$ cat src/rtl/rdid_responder_if.sv
// SPI pin bundle plus the responder's decoded-command status outputs.
// master: the SPI initiator side, slave: the RDID responder.
interface rdid_responder_if;
   logic       sclk;
   logic       cs_n;
   logic       mosi;
   logic       miso;
   logic       cmd_valid;
   logic [7:0] cmd_byte;
   logic       busy;

   modport master (
      output sclk, cs_n, mosi,
      input  miso, cmd_valid, cmd_byte, busy
   );

   modport slave (
      input  sclk, cs_n, mosi,
      output miso, cmd_valid, cmd_byte, busy
   );
endinterface

$ cat src/rtl/rdid_responder.sv
// SPI mode-0 flash stand-in answering RDID (0x9F) with a fixed JEDEC ID.
// SPI pins are oversampled in the clk domain, so sclk must be well below clk/2.
module rdid_responder #(
   parameter logic [23:0] JEDEC_ID    = 24'h20BA18,
   parameter logic [7:0]  RDID_OPCODE = 8'h9F
) (
   input  logic            clk_i,
   input  logic            reset_i,
   rdid_responder_if.slave bus
);

   localparam logic [1:0] ST_IDLE   = 2'd0;
   localparam logic [1:0] ST_CMD    = 2'd1;
   localparam logic [1:0] ST_RESP   = 2'd2;
   localparam logic [1:0] ST_IGNORE = 2'd3;

   // [0],[1] are the synchronizer, [2] is the previous synced value for edge detect.
   // mosi gets a third stage too so it stays aligned with the sclk edge pulses.
   logic [2:0]  sclk_s_q, cs_s_q, mosi_s_q;
   logic        sclk_rise_q, sclk_fall_q, cs_fall_q, cs_rise_q;

   logic [1:0]  state_q, state_d;
   logic [2:0]  cnt_q, cnt_d;
   logic [7:0]  op_q, op_d;
   logic [23:0] id_q, id_d;
   logic        miso_q, miso_d;
   logic [7:0]  cmd_byte_q, cmd_byte_d;
   logic        cmd_valid_q, cmd_valid_d;
   logic [7:0]  op_next;

   // Synchronize pins and register edge pulses; reset loads idle pin levels so no edge fires on release.
   always_ff @(posedge clk_i) begin
      if (reset_i) begin
         sclk_s_q    <= 3'b000;
         cs_s_q      <= 3'b111;
         mosi_s_q    <= 3'b000;
         sclk_rise_q <= 1'b0;
         sclk_fall_q <= 1'b0;
         cs_fall_q   <= 1'b0;
         cs_rise_q   <= 1'b0;
      end else begin
         sclk_s_q    <= {sclk_s_q[1:0], bus.sclk};
         cs_s_q      <= {cs_s_q[1:0], bus.cs_n};
         mosi_s_q    <= {mosi_s_q[1:0], bus.mosi};
         sclk_rise_q <= sclk_s_q[1] & ~sclk_s_q[2];
         sclk_fall_q <= ~sclk_s_q[1] & sclk_s_q[2];
         cs_fall_q   <= ~cs_s_q[1] & cs_s_q[2];
         cs_rise_q   <= cs_s_q[1] & ~cs_s_q[2];
      end
   end

   // Next-state logic: opcode capture, then ID shift-out or ignore until cs_n rises.
   always_comb begin
      state_d     = state_q;
      cnt_d       = cnt_q;
      op_d        = op_q;
      id_d        = id_q;
      miso_d      = miso_q;
      cmd_byte_d  = cmd_byte_q;
      cmd_valid_d = 1'b0;
      op_next     = {op_q[6:0], mosi_s_q[2]};

      if (cs_rise_q) begin
         // Deselect wins over any simultaneous sclk edge and drops a partial opcode.
         state_d = ST_IDLE;
         cnt_d   = 3'd0;
         op_d    = 8'h00;
         miso_d  = 1'b0;
      end else begin
         case (state_q)
            ST_IDLE: begin
               miso_d = 1'b0;
               cnt_d  = 3'd0;
               op_d   = 8'h00;
               if (cs_fall_q) state_d = ST_CMD;
            end
            ST_CMD: begin
               miso_d = 1'b0;
               if (sclk_rise_q) begin
                  op_d  = op_next;
                  cnt_d = cnt_q + 3'd1;
                  if (cnt_q == 3'd7) begin
                     cmd_byte_d  = op_next;
                     cmd_valid_d = 1'b1;
                     id_d        = JEDEC_ID;
                     state_d     = (op_next == RDID_OPCODE) ? ST_RESP : ST_IGNORE;
                  end
               end
            end
            ST_RESP: begin
               // Zero-fill behind the shifted bits so the ID does not wrap.
               if (sclk_fall_q) begin
                  miso_d = id_q[23];
                  id_d   = {id_q[22:0], 1'b0};
               end
            end
            ST_IGNORE: miso_d = 1'b0;
            default: begin
               state_d = ST_IDLE;
               miso_d  = 1'b0;
            end
         endcase
      end
   end

   // State registers.
   always_ff @(posedge clk_i) begin
      if (reset_i) begin
         state_q     <= ST_IDLE;
         cnt_q       <= 3'd0;
         op_q        <= 8'h00;
         id_q        <= 24'h000000;
         miso_q      <= 1'b0;
         cmd_byte_q  <= 8'h00;
         cmd_valid_q <= 1'b0;
      end else begin
         state_q     <= state_d;
         cnt_q       <= cnt_d;
         op_q        <= op_d;
         id_q        <= id_d;
         miso_q      <= miso_d;
         cmd_byte_q  <= cmd_byte_d;
         cmd_valid_q <= cmd_valid_d;
      end
   end

   assign bus.miso      = miso_q;
   assign bus.cmd_valid = cmd_valid_q;
   assign bus.cmd_byte  = cmd_byte_q;
   assign bus.busy      = ~cs_s_q[2];

endmodule

$ cat src/flat_wrapper.sv
// flat-port wrapper written by rule: the top's interface ports become plain ports
module rdid_responder_flat 
#(
   parameter logic [23:0] JEDEC_ID    = 24'h20BA18,
   parameter logic [7:0]  RDID_OPCODE = 8'h9F
)
  (clk_i, reset_i, bus_sclk, bus_cs_n, bus_mosi, bus_miso, bus_cmd_valid, bus_cmd_byte, bus_busy);
  rdid_responder_if bus_i ();
  input  logic clk_i;
  input  logic reset_i;
  input wire logic [$bits(bus_i.sclk)-1:0] bus_sclk;
  input wire logic [$bits(bus_i.cs_n)-1:0] bus_cs_n;
  input wire logic [$bits(bus_i.mosi)-1:0] bus_mosi;
  output wire logic [$bits(bus_i.miso)-1:0] bus_miso;
  output wire logic [$bits(bus_i.cmd_valid)-1:0] bus_cmd_valid;
  output wire logic [$bits(bus_i.cmd_byte)-1:0] bus_cmd_byte;
  output wire logic [$bits(bus_i.busy)-1:0] bus_busy;
  assign bus_i.sclk = bus_sclk;
  assign bus_i.cs_n = bus_cs_n;
  assign bus_i.mosi = bus_mosi;
  assign bus_miso = bus_i.miso;
  assign bus_cmd_valid = bus_i.cmd_valid;
  assign bus_cmd_byte = bus_i.cmd_byte;
  assign bus_busy = bus_i.busy;
  rdid_responder #(.JEDEC_ID(JEDEC_ID), .RDID_OPCODE(RDID_OPCODE)) u_core (.clk_i(clk_i), .reset_i(reset_i), .bus(bus_i));
endmodule
$ cat config.mk
export PLATFORM = sky130hd
export DESIGN_NAME = rdid_responder_flat
export DESIGN_NICKNAME = d
export VERILOG_FILES = /design/src/rtl/rdid_responder_if.sv /design/src/rtl/rdid_responder.sv /design/src/flat_wrapper.sv
export SDC_FILE = /design/constraint.sdc
export NUM_CORES = 1
export LEC_CHECK = 0
export CORE_MARGIN = 8
export CORE_UTILIZATION = 40
export CTS_CLUSTER_DIAMETER = 80
export CTS_CLUSTER_SIZE = 40
export DETAILED_ROUTE_END_ITERATION = 10
export SETUP_SLACK_MARGIN = 0.4
export SLEW_MARGIN = 15
export SYNTH_ARGS = -nofsm -noshare
export SYNTH_HDL_FRONTEND = slang
export SYNTH_SLANG_ARGS = --single-unit
export TNS_END_PERCENT = 20
$ cat constraint.sdc
create_clock -name clk_i -period 1.8 [get_ports clk_i]
set_input_delay 0.54 -clock clk_i [delete_from_list [all_inputs] [get_ports clk_i]]
set_output_delay 0.54 -clock clk_i [all_outputs]
set_load 0.01 [all_outputs]
# After elaboration in Yosys (flattened, before gate mapping)
# Cells that the tools add are included.
totals:
  inputBits: 5
  ff_bits: 59
  out_inout_bits: 11
classes:
  add_sub_neg: 1
  bitwise: 11
  n_mux: 16
  n_reduce_logical: 10
  eq_ne: 9
ops:
  columns: ["op", "n"]
  rows:
  - ["$mux 24", 3]
  - ["$pmux 24 s2", 1]
  - ["$pmux 7 s2", 1]
  - ["$eq 8x8->1 const B", 1]
  - ["$ne 2x1->1 const B", 4]
  - ["$reduce_and 4->1", 2]
  - ["$mux 7", 1]
  - ["$not 1->1", 7]
  - ["$mux 2", 3]
  - ["$pmux 3 s2", 1]
  - ["$reduce_and 5->1", 1]
  - ["$and 1x1->1", 4]
  - ["$eq 2x2->1 const B", 2]
  - ["$pmux 2 s2", 1]
  - ["$reduce_bool 2->1", 2]
  - ["$reduce_or 4->1", 1]
  - ["$add 3x1->3 const B", 1]
  - ["$eq 3x3->1 const B", 1]
  - ["$mux 1", 3]
  - ["$mux 3", 1]
  - ["$reduce_or 3->1", 1]
  - ["$eq 2x1->1 const B", 1]
  - ["$logic_not 2->1", 1]
  - ["$pmux 1 s2", 1]
  - ["2 further kinds", 2]

# Longest topological paths before layout
depth:
  ltp_word: 5
  mapped_depth: 6
  depth_no_buf: 5

# Worst setup path before layout
# OpenSTA, ideal clock, no wires.
synth_path:
  kind: "flip-flop to flip-flop"
  from: "reg u_core.cnt_q[0]"
  to: "reg u_core.id_q[22]"
  required_time_ns: 1.728
  path_buffers: 1
  setup_slack_ns: 0.252
  period_less_slack_ns: 1.548
  t_arrival_ns: 1.476
  path_stages_with_launch: 7
  path_cell_list: "dfxtp_1 ha_1 ha_1 nand4b_4 a21oi_4 buf_12 mux2i_1"
synth_via:
  elab_chain_cells: 3
synth_lines:
  columns: ["item", "line_no", "rtl"]
  rows:
  - ["start: declaration", "rdid_responder.sv:23", "logic [2:0] cnt_q, cnt_d;"]
  - ["start signal: assignment", "rdid_responder.sv:118", "cnt_q <= cnt_d;"]
  - ["$eq 3x3->1", "rdid_responder.sv:82", "if (cnt_q == 3'd7) begin"]
  - ["$ne 2x1->1 (no line)", null, null]
  - ["$reduce_and 5->1 (no line)", null, null]
  - ["end signal: assignment", "rdid_responder.sv:120", "id_q <= id_d;"]
  - ["end: declaration", "rdid_responder.sv:25", "logic [23:0] id_q, id_d;"]
# Every way passes these cells.
# A chain may end at the register's enable or synchronous reset.

# Worst setup path in the final report
layout_path:
  from: "reg u_core.cnt_q[0]"
  to: "reg u_core.id_q[4]"
# Same word-level chain as after synthesis.

==> impl_metrics.sql <==
INSERT INTO impl_metrics (metric_group, metric, value, unit) VALUES
('synthesis', 'synth_commonest_cells', 'dfxtp_1, a21oi_1, o21ai_0, mux2i_1, nor2b_1', ''),
('placement', 'hpwl', '2910', 'µm'),
('floorplanning', 'starting_utilization_of_the_core_area', '0.405', ''),
('run', 'drv.max_cap_violation_count', '0', ''),
('synthesis', 'register_bit_total_from_synthesis', '56', ''),
('grt', 'number_of_antenna_violations_at_the_first_check_in_global_routing', '0', ''),
('synthesis', 'synth_adder_area_share', '0.0161', ''),
('routing', 'detailed_route_via_count', '1690', ''),
('critical_path', 'timing.critical_path.from_type', 'register', ''),
('synthesis', 'post-synth-top-area-cell', 'dfxtp_1', ''),
('synthesis', 'muxShareOfSynthArea', '0.0599', ''),
('cts', 'clk_path_buf_depth', '2', ''),
('synthesis', 'synth.cell_area', '2340', 'µm²'),
('floorplanning', 'io_pins', '16', ''),
('power', 'p_total', '2110', 'µW'),
('synthesis', 'synth_simple_gate_area_share', '0.232', ''),
('cells_and_area', 'count_of_inserted_antenna_diode_cells', '0', ''),
('critical_path', 'crit_required', '1980', 'ps'),
('routing', 'post_drt_wl_per_cell', '13.9', 'µm'),
('cells_and_area', 'area_growth', '17.4', '%'),
('critical_path', 'cp-end-kind', 'register', ''),
('grt', 'total_overflow_reported_by_the_global_router', '0', ''),
('cts', 'number_of_levels_the_h_tree_was_split_into', '2', ''),
('floorplanning', 'die_w', '92.5', 'µm'),
('placement', 'detailed_place.area', '2610', 'µm²'),
('synthesis', 'synth_top_family_by_area', 'simple AND/OR/NAND/NOR gates', ''),
('cts', 'clkTransAtPathRegs', '100', 'ps'),
('outcome', 'outcome', 'finished clean', ''),
('cells_and_area', 'layout_cells_sized_above_1', '0.269', ''),
('power', 'p_leak', '0.00104', 'µW'),
('critical_path', 'crit_path_end', 'u_core.id_q[4]$_SDFFE_PP0P_', ''),
('synthesis', 'yosysWarningCount', '0', ''),
('routing', 'drt.antenna.violating_nets', '0', ''),
('sta', 'worst-slew-pin-transition', '391', 'ps'),
('critical_path', 'timing.reg2reg.worst_path_depth', '5', ''),
('sta', 'finalCriticalPeriod', '1540', 'ps'),
('placement', 'gp_congestion', '0.771', ''),
('routing', 'viasPerCell', '5.04', ''),
('sta', 'timing_hold_violations_final', '0', ''),
('synthesis', 'synth_ff_type', 'dfxtp_1', ''),
('synthesis', 'syn-num-nets', '247', ''),
('sta', 'hold-worst-slack', '406', 'ps'),
('sta', 'setup_viol_count_final', '0', ''),
('placement', 'buffer_ports.inserted', '15', ''),
('cts', 'cts_sinks', '56', ''),
('floorplanning', 'std_cell_rows', '28', ''),
('critical_path', 'reg2reg_setup_slack', '260', 'ps'),
('power', 'vdd_ir_drop_max', '0.481', 'mV'),
('synthesis', 'synth_top_area_frac', '0.479', ''),
('critical_path', 'critPathLaunch', 'u_core.cnt_q[0]$_SDFFE_PP0P_', ''),
('routing', 'drt-total-wl', '4660', 'µm'),
('synthesis', 'synth_compound_gate_area_share', '0.148', ''),
('worst_hold_path', 'hp-class', 'register to register', ''),
('cells_and_area', 'nNetsFinal', '267', ''),
('critical_path', 'path_max_fanout', '5', ''),
('synthesis', 'edff_count_synth', '0', ''),
('cells_and_area', 'layout.cell_area.non_filler', '2750', 'µm²'),
('critical_path', 'criticalPathCategory', 'register to register', ''),
('synthesis', 'synth_area_in_xor_xnor', '0', ''),
('synthesis', 'synth_seq_area_share', '0.479', ''),
('cts', 'insertion_delay', '310', 'ps'),
('grt', 'grt.total_usage', '0.116', ''),
('sta', 'report.final.slew_viol_count', '0', ''),
('critical_path', 'regToRegEndpoint', 'u_core.id_q[4]$_SDFFE_PP0P_', ''),
('grt', 'grt_start_max_net_pins', '22', ''),
('cts', 'tritoncts', 'built', ''),
('sta', 'fin_worst_skew', '11.2', 'ps'),
('grt', 'first_global_vias', '1645', ''),
('synthesis', 'yosysUniqueCellTypes', '33', ''),
('synthesis', 'synthCells', '239', ''),
('floorplanning', 'die_h', '92.5', 'µm');
[flip-flops by register name, summed over array words and instances, names as in the netlist]
register	flops
u_core.id_q	21
u_core.bus.cmd_byte	8
u_core.op_q	7
u_core.cnt_q	3
u_core.cs_s_q	3
u_core.mosi_s_q	3
u_core.sclk_s_q	3
u_core.state_q	2
u_core.bus.cmd_valid	1
u_core.bus.miso	1
u_core.cs_fall_q	1
u_core.cs_rise_q	1
u_core.sclk_fall_q	1
u_core.sclk_rise_q	1
[critical path, stage by stage (launching register included)]
cell and delay, ps:
dfxtp_4 380, ha_4 150, ha_4 180, nand4b_4 170, a2111oi_1 440, a211oi_1 90
[power by group]
part / internal (µW) / leakage [µW] / switching [µW]
Clock: 413 / 0.0000552 / 384
Combinational: 30.0 / 0.000522 / 31.6
Sequential: 1250 / 0.000458 / 8.16
Total: 1690 / 0.00104 / 424
[stage by stage]
stage | setup TNS [ps] | setup WS, ps | std cells | util
after global placement | -337 | -60.1 | 325 | 0.452
after CTS | 0 | 272 | 335 | 0.472
final | 0 | 263 | 335 | 0.475
after floorplan | 0 | 352 | 239 | -
after detailed placement | -562 | -91.9 | 325 | 0.452
after global routing | 0 | 155 | 335 | 0.475
[placed cells by master (no fill, tap or decap), drive strengths merged]
master and instances:
nand3 8, a21oi 21, a211oi 7, or2 12, bufinv 1, ha 3, dlygate4sd2 3, o21ai 18
mux2i 14, nand4b 4, nand2b 9, buf 24, or3 5, clkdlybuf4s50 3, o32ai 1, nor2b 14
nand2 11, clkinv 1, a21o 1, and3b 5, nor2 3, inv 9, a2111oi 7, or2b 7
clkbuf 6, nand3b 2, nor3 1, a311oi 1, nor3b 3, dfxtp 56
[final cells by class]
type	count	area [µm²]
clock buffer	6	72.6
clock inverter	2	35.0
fill	570	3040
inverter	9	33.8
multi-input combinational	157	1140
sequential	56	1140
tap	75	93.8
timing repair buffer	30	228
[what timing repair did]
| item | CTS | global route |
|---|---|---|
| hold endpoints to repair | 0 | 0 |
| setup endpoints to repair | 53 | 39 |
| gates cloned | 2 | 0 |
| resized for setup | 56 | 6 |
| pin swaps | 2 | 0 |
[how the worst min path moves through the flow]
stage | from | cells past startpoint | endpoint | slack (ps)
global route | u_core.cs_s_q[2]$_SDFF_PP1_ | 1 | u_core.cs_rise_q$_SDFF_PP0_ | 430
global placement | u_core.sclk_s_q[2]$_SDFF_PP0_ | 1 | u_core.sclk_rise_q$_SDFF_PP0_ | 390
CTS | u_core.sclk_s_q[2]$_SDFF_PP0_ | 1 | u_core.sclk_rise_q$_SDFF_PP0_ | 400
detailed placement | u_core.cs_s_q[0]$_SDFF_PP1_ | 1 | u_core.cs_s_q[1]$_SDFF_PP1_ | 400
floorplan | u_core.sclk_s_q[2]$_SDFF_PP0_ | 1 | u_core.sclk_rise_q$_SDFF_PP0_ | 380
finish | u_core.sclk_s_q[2]$_SDFF_PP0_ | 1 | u_core.sclk_rise_q$_SDFF_PP0_ | 410
[logic make-up after synthesis]
family / count (synthesis)
DFF: 56
muxes: 14
and+or+nand+nor: 83
AOI/OAI and AO/OA: 56
adders and majority gates: 3
buffers and inverters: 27
[routing by layer]
metal / GRT usage / vias to the layer above / routed length [µm]
li1: - / 867 / -
met3: 0.0275 / 8 / 135
met4: 0.0510 / 0 / 95
met1: 0.158 / 794 / 2440
met5: 0 / - / 0
met2: 0.169 / 21 / 1980
(Power assumes the default switching activity.)
